`src/rtl/mem_stream_pkg.sv`:
```
// Shared types and default sizes for the row streamer and its output buffer.
// Optional feature macro used by the streamer: MEM_STREAM_LAST_EN.
package mem_stream_pkg;

    localparam int ELEMENT_WIDTH_DEF = 32;
    localparam int ADDRESS_WIDTH_DEF = 20;
    localparam int NO_OF_UNITS_DEF   = 8;

    // Number of rows the output buffer can hold.
    localparam logic [1:0] FIFO_DEPTH = 2'd2;

    typedef enum logic [1:0] {
        IDLE,
        STREAM,
        DRAIN,
        DONE
    } state_t;

endpackage

```
`src/rtl/stream_skid_fifo.sv`:
```
// Two-entry valid/ready buffer between the memory read port and the output stream.
// When MEM_STREAM_LAST_EN is defined the top level widens DATA_WIDTH by one bit
// to carry the last-row flag alongside each row.
module stream_skid_fifo
    import mem_stream_pkg::*;
#(
    parameter int DATA_WIDTH = 256
) (
    input  logic                  clk,
    input  logic                  rst_n,
    input  logic                  i_push,
    input  logic [DATA_WIDTH-1:0] i_data,
    input  logic                  i_ready,
    output logic [DATA_WIDTH-1:0] o_data,
    output logic                  o_valid,
    output logic                  o_pop,
    output logic [1:0]            o_count
);

    logic [DATA_WIDTH-1:0] r_data0;
    logic [DATA_WIDTH-1:0] r_data1;
    logic [1:0]            r_count;
    logic                  w_pop;

    assign w_pop   = (r_count != 2'd0) && i_ready;
    assign o_pop   = w_pop;
    assign o_valid = (r_count != 2'd0);
    assign o_data  = r_data0;
    assign o_count = r_count;

    // Head register feeds the stream; a pop shifts the second entry forward.
    always_ff @(posedge clk or negedge rst_n) begin
        if (!rst_n) begin
            r_data0 <= '0;
            r_data1 <= '0;
            r_count <= 2'd0;
        end else begin
            case ({i_push, w_pop})
                2'b10: begin
                    if (r_count == 2'd0) r_data0 <= i_data;
                    else                 r_data1 <= i_data;
                    r_count <= r_count + 2'd1;
                end
                2'b01: begin
                    r_data0 <= r_data1;
                    r_count <= r_count - 2'd1;
                end
                2'b11: begin
                    if (r_count == 2'd1) begin
                        r_data0 <= i_data;
                    end else begin
                        r_data0 <= r_data1;
                        r_data1 <= i_data;
                    end
                end
                default: ;
            endcase
        end
    end

endmodule

```
`src/rtl/mem_row_streamer.sv`:
```
// Walks a contiguous row range of a combinational-read memory and streams the
// rows over valid/ready, finishing with a one-cycle pulse.
// Optional macro MEM_STREAM_LAST_EN adds o_out_last on the final row's beat.
module mem_row_streamer
    import mem_stream_pkg::*;
#(
    parameter int ELEMENT_WIDTH = ELEMENT_WIDTH_DEF,
    parameter int ADDRESS_WIDTH = ADDRESS_WIDTH_DEF,
    parameter int NO_OF_UNITS   = NO_OF_UNITS_DEF
) (
    input  logic                                 clk,
    input  logic                                 rst_n,
    input  logic                                 i_start,
    input  logic [ADDRESS_WIDTH-1:0]             i_base_address,
    input  logic [ADDRESS_WIDTH-1:0]             i_length,
    output logic [ADDRESS_WIDTH-1:0]             o_mem_read_address,
    input  logic [NO_OF_UNITS*ELEMENT_WIDTH-1:0] i_mem_read_data,
    output logic [NO_OF_UNITS*ELEMENT_WIDTH-1:0] o_out_data,
    output logic                                 o_out_valid,
    input  logic                                 i_out_ready,
`ifdef MEM_STREAM_LAST_EN
    output logic                                 o_out_last,
`endif
    output logic                                 o_busy,
    output logic                                 o_finish
);

    localparam int ROW_WIDTH = NO_OF_UNITS * ELEMENT_WIDTH;
`ifdef MEM_STREAM_LAST_EN
    localparam int FIFO_WIDTH = ROW_WIDTH + 1;
`else
    localparam int FIFO_WIDTH = ROW_WIDTH;
`endif
    localparam logic [ADDRESS_WIDTH-1:0] ADDR_ONE = {{(ADDRESS_WIDTH-1){1'b0}}, 1'b1};

    state_t                   r_state;
    state_t                   w_next_state;
    logic [ADDRESS_WIDTH-1:0] r_addr;
    logic [ADDRESS_WIDTH-1:0] r_remaining;
    logic                     r_busy;
    logic                     r_finish;
    logic                     w_accept;
    logic                     w_push;
    logic                     w_pop;
    logic                     w_fifo_valid;
    logic [1:0]               w_fifo_count;
    logic [FIFO_WIDTH-1:0]    w_fifo_in;
    logic [FIFO_WIDTH-1:0]    w_fifo_out;

    // State register.
    always_ff @(posedge clk or negedge rst_n) begin
        if (!rst_n) r_state <= IDLE;
        else        r_state <= w_next_state;
    end

    // Next-state decision: leave STREAM on the last push, leave DRAIN on the last pop.
    always_comb begin
        w_next_state = r_state;
        case (r_state)
            IDLE:   if (i_start) w_next_state = (i_length == '0) ? DONE : STREAM;
            STREAM: if (w_push && (r_remaining == ADDR_ONE)) w_next_state = DRAIN;
            DRAIN:  if ((w_fifo_count == 2'd0) || ((w_fifo_count == 2'd1) && w_pop))
                        w_next_state = DONE;
            DONE:   w_next_state = IDLE;
            default: w_next_state = IDLE;
        endcase
    end

    // Output decode: accept a start only in IDLE, push while rows remain and space exists.
    always_comb begin
        w_accept = (r_state == IDLE) && i_start;
        w_push   = (r_state == STREAM) && ((w_fifo_count < FIFO_DEPTH) || w_pop) &&
                   (r_remaining != '0);
    end

    // Address and remaining-row counters; the address wraps naturally at its width.
    always_ff @(posedge clk or negedge rst_n) begin
        if (!rst_n) begin
            r_addr      <= '0;
            r_remaining <= '0;
        end else if (w_accept) begin
            r_addr      <= i_base_address;
            r_remaining <= i_length;
        end else if (w_push) begin
            r_addr      <= r_addr + ADDR_ONE;
            r_remaining <= r_remaining - ADDR_ONE;
        end
    end

    // Busy and finish track the state the FSM is about to enter.
    always_ff @(posedge clk or negedge rst_n) begin
        if (!rst_n) begin
            r_busy   <= 1'b0;
            r_finish <= 1'b0;
        end else begin
            r_busy   <= (w_next_state != IDLE);
            r_finish <= (w_next_state == DONE);
        end
    end

`ifdef MEM_STREAM_LAST_EN
    assign w_fifo_in  = {(r_remaining == ADDR_ONE), i_mem_read_data};
    assign o_out_last = w_fifo_out[ROW_WIDTH] && w_fifo_valid;
`else
    assign w_fifo_in  = i_mem_read_data;
`endif

    stream_skid_fifo #(
        .DATA_WIDTH (FIFO_WIDTH)
    ) u_fifo (
        .clk     (clk),
        .rst_n   (rst_n),
        .i_push  (w_push),
        .i_data  (w_fifo_in),
        .i_ready (i_out_ready),
        .o_data  (w_fifo_out),
        .o_valid (w_fifo_valid),
        .o_pop   (w_pop),
        .o_count (w_fifo_count)
    );

    assign o_mem_read_address = r_addr;
    assign o_out_data         = w_fifo_out[ROW_WIDTH-1:0];
    assign o_out_valid        = w_fifo_valid;
    assign o_busy             = r_busy;
    assign o_finish           = r_finish;

endmodule

```
`config.mk`:
```
export PLATFORM = sky130hd
export DESIGN_NAME = mem_row_streamer
export DESIGN_NICKNAME = d
export VERILOG_FILES = /design/src/rtl/mem_stream_pkg.sv /design/src/rtl/stream_skid_fifo.sv /design/src/rtl/mem_row_streamer.sv
export SDC_FILE = /design/constraint.sdc
export NUM_CORES = 1
export LEC_CHECK = 0
export ABC_AREA = 1
export CORE_MARGIN = 2
export CORE_UTILIZATION = 46
export CTS_CLUSTER_DIAMETER = 50
export DETAILED_ROUTE_END_ITERATION = 12
export PLACE_DENSITY = 0.76
export RECOVER_POWER = 50
export REMOVE_ABC_BUFFERS = 1
export SLEW_MARGIN = 5
export SYNTH_ARGS = -nofsm -noshare
export SYNTH_HDL_FRONTEND = slang
export SYNTH_HIERARCHICAL = 1
export SYNTH_SLANG_ARGS = --single-unit
```
`constraint.sdc`:
```
create_clock -name clk -period 3.15 [get_ports clk]
set_clock_uncertainty 0.1 [all_clocks]
set_input_delay 0.945 -clock clk [delete_from_list [all_inputs] [get_ports clk]]
set_output_delay 0.945 -clock clk [all_outputs]
set_load 0.005 [all_outputs]
```
======== Word level (Yosys, flattened, before mapping) ========
Index checks and enable logic that the tools add are counted.
Widths: inputs -> output; s select.
cells by class
  add/subtract/negate cells ............... 4
  magnitude comparators ................... 1
  eq/ne operators ......................... 12
  muxes and demuxes ....................... 16
  reduce and logical (&&, ||, !) cells .... 20
operators by type and width
  kind                   number
  $mux 256               4
  $pmux 256 s3           1
  $pmux 256 s2           1
  $mux 20                4
  $add 20x1->20 const B  1
  $eq 20x1->1 const B    1
  $logic_not 20->1       1
  $reduce_bool 20->1     1
  $sub 20x1->20 const B  1
  $eq 2x2->1 const B     5
  $reduce_bool 2->1      5
  $mux 2                 4
  $pmux 2 s4             1
  $eq 2x1->1 const B     3
  $logic_and 1x1->1      6
  $ne 2x2->1 const B     3
  $logic_not 2->1        2
  $pmux 2 s2             1
  $reduce_and 3->1       1
  $reduce_bool 3->1      1
  $add 2x1->2 const B    1
  $logic_or 1x1->1       2
  $lt 2x2->1 const B     1
  $reduce_and 2->1       1
  $sub 2x1->2 const B    1
storage, ports and cells
  register bits ........................... 558
  input port bits ......................... 300
  output and inout port bits .............. 279
  logic and storage cells ................. 61

======== Depth between registers and ports, before layout ========
  depth in word-level cells ............... 9
  mapped depth ............................ 20
  mapped depth without buffers ............ 17

======== Hierarchy ========
The synthesis kept the hierarchy.
by module, submodules not included
  module            times used  cells an instance  area each (um2)  sequential area each (um2)
  stream_skid_fifo  1           3076               23548.8          12862.3
  mem_row_streamer  1           487                3135.5           1101.1

======== Worst setup path before layout ========
No wires, ideal clock.
  path kind ............................... input port to flip-flop
  start ................................... input i_out_ready
  end ..................................... register u_fifo.r_data0[185], in the netlist u_fifo/o_data[185]
  data arrival time ....................... 2.960 ns
  setup slack ............................. -0.026 ns
  stages on the path ...................... 17
  buffers on the path ..................... 3
  path through ............................ nand2_1 -> inv_1 -> inv_1 -> a21oi_1 -> nand2_4 -> inv_2 -> buf_2 -> inv_1 -> ha_1 -> inv_2 -> nand2_4 -> buf_2 -> buf_2 -> nand3_1 -> nand2_1 -> nand2_1 -> nand2_1
on the way
  word-level cells in the longest chain between the ends .. 7
  elaborated cells between the ends (all ways) .. 11
ends and longest elaborated chain
  item                                                              line                    source
  start: declaration                                                mem_row_streamer.sv:20  input logic i_out_ready,
  $logic_and 1x1->1 *                                               stream_skid_fifo.sv:25  assign w_pop = (r_count != 2'd0) && i_ready;
  named net w_pop                                                   mem_row_streamer.sv:44  logic w_pop;
  $logic_or 1x1->1 *                                                mem_row_streamer.sv:72  w_push = (r_state == STREAM) && ((w_fifo_count < FIFO_DEPTH) || w_pop) &&
  $logic_and 1x1->1 * (2 in a row)                                  mem_row_streamer.sv:72
  named net w_push                                                  mem_row_streamer.sv:43  logic w_push;
  $eq 2x2->1 / $eq 2x1->1 (equally long branches)                   stream_skid_fifo.sv:38  case ({i_push, w_pop})
  $ne 2x2->1 (no line) / $reduce_bool 3->1 (equally long branches)  --
  $reduce_and 2->1 (no line)                                        --
  end signal: assignment                                            stream_skid_fifo.sv:40  if (r_count == 2'd0) r_data0 <= i_data;
  end signal: assignment                                            stream_skid_fifo.sv:45  r_data0 <= r_data1;
  end signal: assignment                                            stream_skid_fifo.sv:50  r_data0 <= i_data;
  end: declaration                                                  stream_skid_fifo.sv:20  logic [DATA_WIDTH-1:0] r_data0;
Mark *: on every way through the listed nets, which the timed path passes. The rest lies on a longest branch.
A chain may end at the register's enable or synchronous reset.

======== Worst setup path after layout ========
  start ................................... register u_fifo.r_count[1], in the netlist u_fifo/o_count[1]
  end ..................................... register u_fifo.r_data0[252], in the netlist u_fifo/o_data[252]
on the way
  word-level cells in the longest chain between the ends .. 8
  elaborated cells between the ends (all ways) .. 16
ends and longest elaborated chain
  item                                                              line                    source
  start: declaration                                                stream_skid_fifo.sv:22  logic [1:0] r_count;
  start signal: assignment                                          stream_skid_fifo.sv:42  r_count <= r_count + 2'd1;
  start signal: assignment                                          stream_skid_fifo.sv:46  r_count <= r_count - 2'd1;
  $reduce_bool 2->1 *                                               stream_skid_fifo.sv:25
  $logic_and 1x1->1 *                                               stream_skid_fifo.sv:25
  named net w_pop                                                   mem_row_streamer.sv:44
  $logic_or 1x1->1                                                  mem_row_streamer.sv:72
  $logic_and 1x1->1 (2 in a row)                                    mem_row_streamer.sv:72
  $eq 2x2->1 / $eq 2x1->1 (equally long branches)                   stream_skid_fifo.sv:38
  $ne 2x2->1 (no line) / $reduce_bool 3->1 (equally long branches)  --
  $reduce_and 2->1 (no line)                                        --
Marked as above.

==> results.yml <==
run_status:
  status: "complete, no violations"
logic_synthesis:
  ys_seq_area_frac: 0.5233
  synth-edff-count: 0
  synth_warnings: 6
  syn-instance-count: 3563
  synth_ff_type: "dfrtp_1"
  async_flop_share: 1.000
  syn_avg_cell_area_um2: 7.489
  netlist_area_um2: 26680
  synth_cell_types: 31
  ys_ff_latch: 558
clock_network:
  clk_path_buf_depth: 3
  path_clk_slew_ns: 0.05
  clock_latency_ns: 0.60
  cts.sinks: 558
  root_buffer: "clkbuf_16"
  cts_made_buffers: 69
  cts_tree: "built"
  ctsHoldBuffers: 0
  post-cts-setup-buffers: 0
  h-tree-depth: 3
flow_run:
  maxCapViolCount: 0
setup_path:
  path_common_cell: "nand2_1"
  r2r_cells: 21
  critPathCaptureType: "flip-flop"
  rr_startpoint: "u_fifo/o_count[1]$_DFFE_PN0P_"
  critical-path-max-stage-delay_ns: 0.37
  rrSetupSlack_ns: 0.20
  startpoint_type: "flip-flop"
  cp_top_family: "buffers and inverters"
  cp_slowest_cell: "dfrtp_1"
  critPathBufInv: 10
  worstPathCellList: "inv_1 -> ha_2 -> inv_2 -> nand2_1 -> inv_1 -> inv_1 -> a21oi_1 -> buf_4 -> nand2_4 -> inv_2 -> buf_4 -> ha_1 -> buf_4 -> nand2_2 -> buf_4 -> nand2_2 -> buf_12 -> nand2_1 -> nand2_1 -> nand2_1 -> nand2_1"
  reg2reg_to: "u_fifo/o_data[252]$_DFFE_PN0P_"
  path_max_fanout: 25
  cp.arrival_ns: 3.33
  crit_type: "flip-flop to flip-flop"
  crit_required_ns: 3.52
sta:
  whs_ns: 0.3680
  drv_slew: 0
  tns_ns: 0
  setup-violations-final: 0
  hold_viol: 0
  rsz0062_at_grt: "false"
  slew_headroom: 0.1415
  finalCriticalPeriod_ns: 2.954
  fmax_ghz: 0.3385
  period_share: 0.9379
  tightest_slew_ns: 1.288
  fin_ws_ns: 0.1957
place:
  place_congestion: 0.8683
  hpwl_um: 59710
  io_buffers: 578
  dp_slack_ns: -0.3744
  dpl_cell_area_um2: 34680
finish:
  fin_nets: 4474
  fillers: 4801
  seqCellArea_um2: 13960
  area_growth_pct: 38.06
  layout_common_cells: "nand2_1, nand3_1, dfrtp_1, clkdlybuf4s50_1, dlygate4sd3_1"
  final_common_cell: "nand2_1"
  multi_input_area_um2: 11330
  layout-drive-gt1-share: 0.07659
  stdcell_area_um2: 36840
die:
  fp.dieW_um: 244.9
  io_pins: 579
  core-area_um2: 57480
  num_rows: 88
  start_util: 0.4643
  die_h_um: 244.9
  die_area_um2: 59950
grt:
  grt_max_degree: 69
  grt_pass1_wl_um: 137300
  grt.overflow.total: 0
  grt_usage: 0.2868
  antenna_found_initial: 15
  grt_pass1_vias: 24890
detailed_routing:
  firstDrtPassIters: 6
  drt-met1-wl_um: 35440
  first_iter_violations: 2261
  vias: 26259
  postRouteWirelength_um: 87480
  viasPerCell: 5.260
  met3WireLength_um: 6353
  drt-wirelength-per-cell_um: 17.52
  drc: 0
  routed.top_layer: "met5"
  route.met2.wl_um: 42020
  ant_nets: 0
min_path:
  min_to: "u_fifo/r_data1[137]$_DFFE_PN0P_"
  hold_path_startpoint: "u_fifo/r_data1[137]$_DFFE_PN0P_"
  holdPathStages: 2
  hp-class: "flip-flop to flip-flop"
power_and_ir_drop:
  power.total_w: 0.04609
  p_leak_nw: 19.21
  vdd_drop_max_v: 0.0005964
  powerDensity_nw_per_um2: 1251
-- state kept, by name (all words and copies together) (netlist names) --
name and count:
o_mem_read_address 20, o_finish 1, u_fifo/o_count 2, u_fifo/o_data 256, u_fifo/r_data1 256, r_state 2
o_busy 1, r_remaining 20
-- cells in the mapped netlist, types with 2 or more instances --
library cell	instances	area, um2
inv_1	49	183.9
nor2_1	65	244.0
xnor2_1	9	78.83
o21ai_0	25	125.1
and2_1	2	12.51
o21ai_2	3	26.28
nand3b_1	2	15.01
nand2_4	4	45.04
ha_1	10	125.1
nand3_2	3	30.03
nand3_1	569	2848
inv_2	6	22.52
nand2_2	3	18.77
buf_6	2	22.52
buf_4	44	330.3
clkbuf_1	46	172.7
nand4_1	3	18.77
buf_2	142	710.7
or2_2	6	37.54
nand2_1	1986	7455
a21oi_1	7	35.03
o21bai_1	2	15.01
dfrtp_1	558	13960
xor2_1	8	70.07
nor2_4	3	33.78
-- what timing repair did --
item | in CTS | in global routing
endpoints found under the setup margin | 0 | 288
resized for setup | 0 | 4
hold endpoints to repair | 0 | 0
-- how the worst max path moves through the flow --
stage / startpoint / end / slack [ns] / cells after the start
2_1_floorplan: i_out_ready / u_fifo/o_data[0]$_DFFE_PN0P_ / -8.58 / 11
3_3_place_gp: i_out_ready / u_fifo/r_data1[123]$_DFFE_PN0P_ / -0.32 / 17
3_5_place_dp: i_out_ready / u_fifo/r_data1[198]$_DFFE_PN0P_ / -0.37 / 17
4_1_cts: u_fifo/o_count[1]$_DFFE_PN0P_ / o_out_valid / 0.08 / 4
5_1_grt: u_fifo/o_count[1]$_DFFE_PN0P_ / u_fifo/o_data[229]$_DFFE_PN0P_ / 0.02 / 21
6_report: u_fifo/o_count[1]$_DFFE_PN0P_ / u_fifo/o_data[252]$_DFFE_PN0P_ / 0.20 / 21
-- per-stage QoR --
step	instances	utilization
after floorplan	3329	-
after global placement	4858	0.6034
after detailed placement	4858	0.6034
after CTS	4982	0.6435
after global routing	4992	0.6410
final	4992	0.6410
-- power breakdown --
part           total, W  leakage [nW]  internal [W]  switching [W]
clock           0.00801          1.14       0.00481        0.00319
sequential       0.0132          6.91        0.0109        0.00226
combinational    0.0249          11.2        0.0106         0.0144
-- final cells by class --
class | instances | area share
inverters | 56 | 0.005944
flip-flops and latches | 558 | 0.3790
diodes | 10 | 0.0006793
well taps | 765 | 0.02598
clock buffers | 96 | 0.05434
clock inverters | 28 | 0.008253
multi-input cells | 2715 | 0.3075
repair buffers | 764 | 0.2183
-- kinds of logic (layout without fill, tap and decap cells) --
| group | count (synthesis) | in the layout | synth area share |
|---|---|---|---|
| simple gates | 2649 | 2649 | 0.4042 |
| other cells | 0 | 10 | 0 |
| buf+inv | 290 | 944 | 0.05425 |
| xor+xnor | 17 | 17 | 0.005580 |
| flops | 558 | 558 | 0.5233 |
| fa+ha+maj | 10 | 10 | 0.004689 |
| compound gates | 39 | 39 | 0.007971 |
-- worst register-to-register path: cells and delay by family, from the launching register on --
family	cells	cell delay, ns
adder cells (fa/ha/maj)	2	0.46
AND/OR/NAND/NOR	8	0.74
buffers and inverters	10	1.11
AO/OA/AOI/OAI	1	0.06
flip-flops	1	0.37
-- routing by layer --
layer	vias to the layer above	global-route usage
li1	12406	-
met1	12461	0.3795
met2	1168	0.4623
met3	214	0.05401
met4	10	0.1227
met5	-	0
Note: power is estimated with default switching activity, not from simulation.
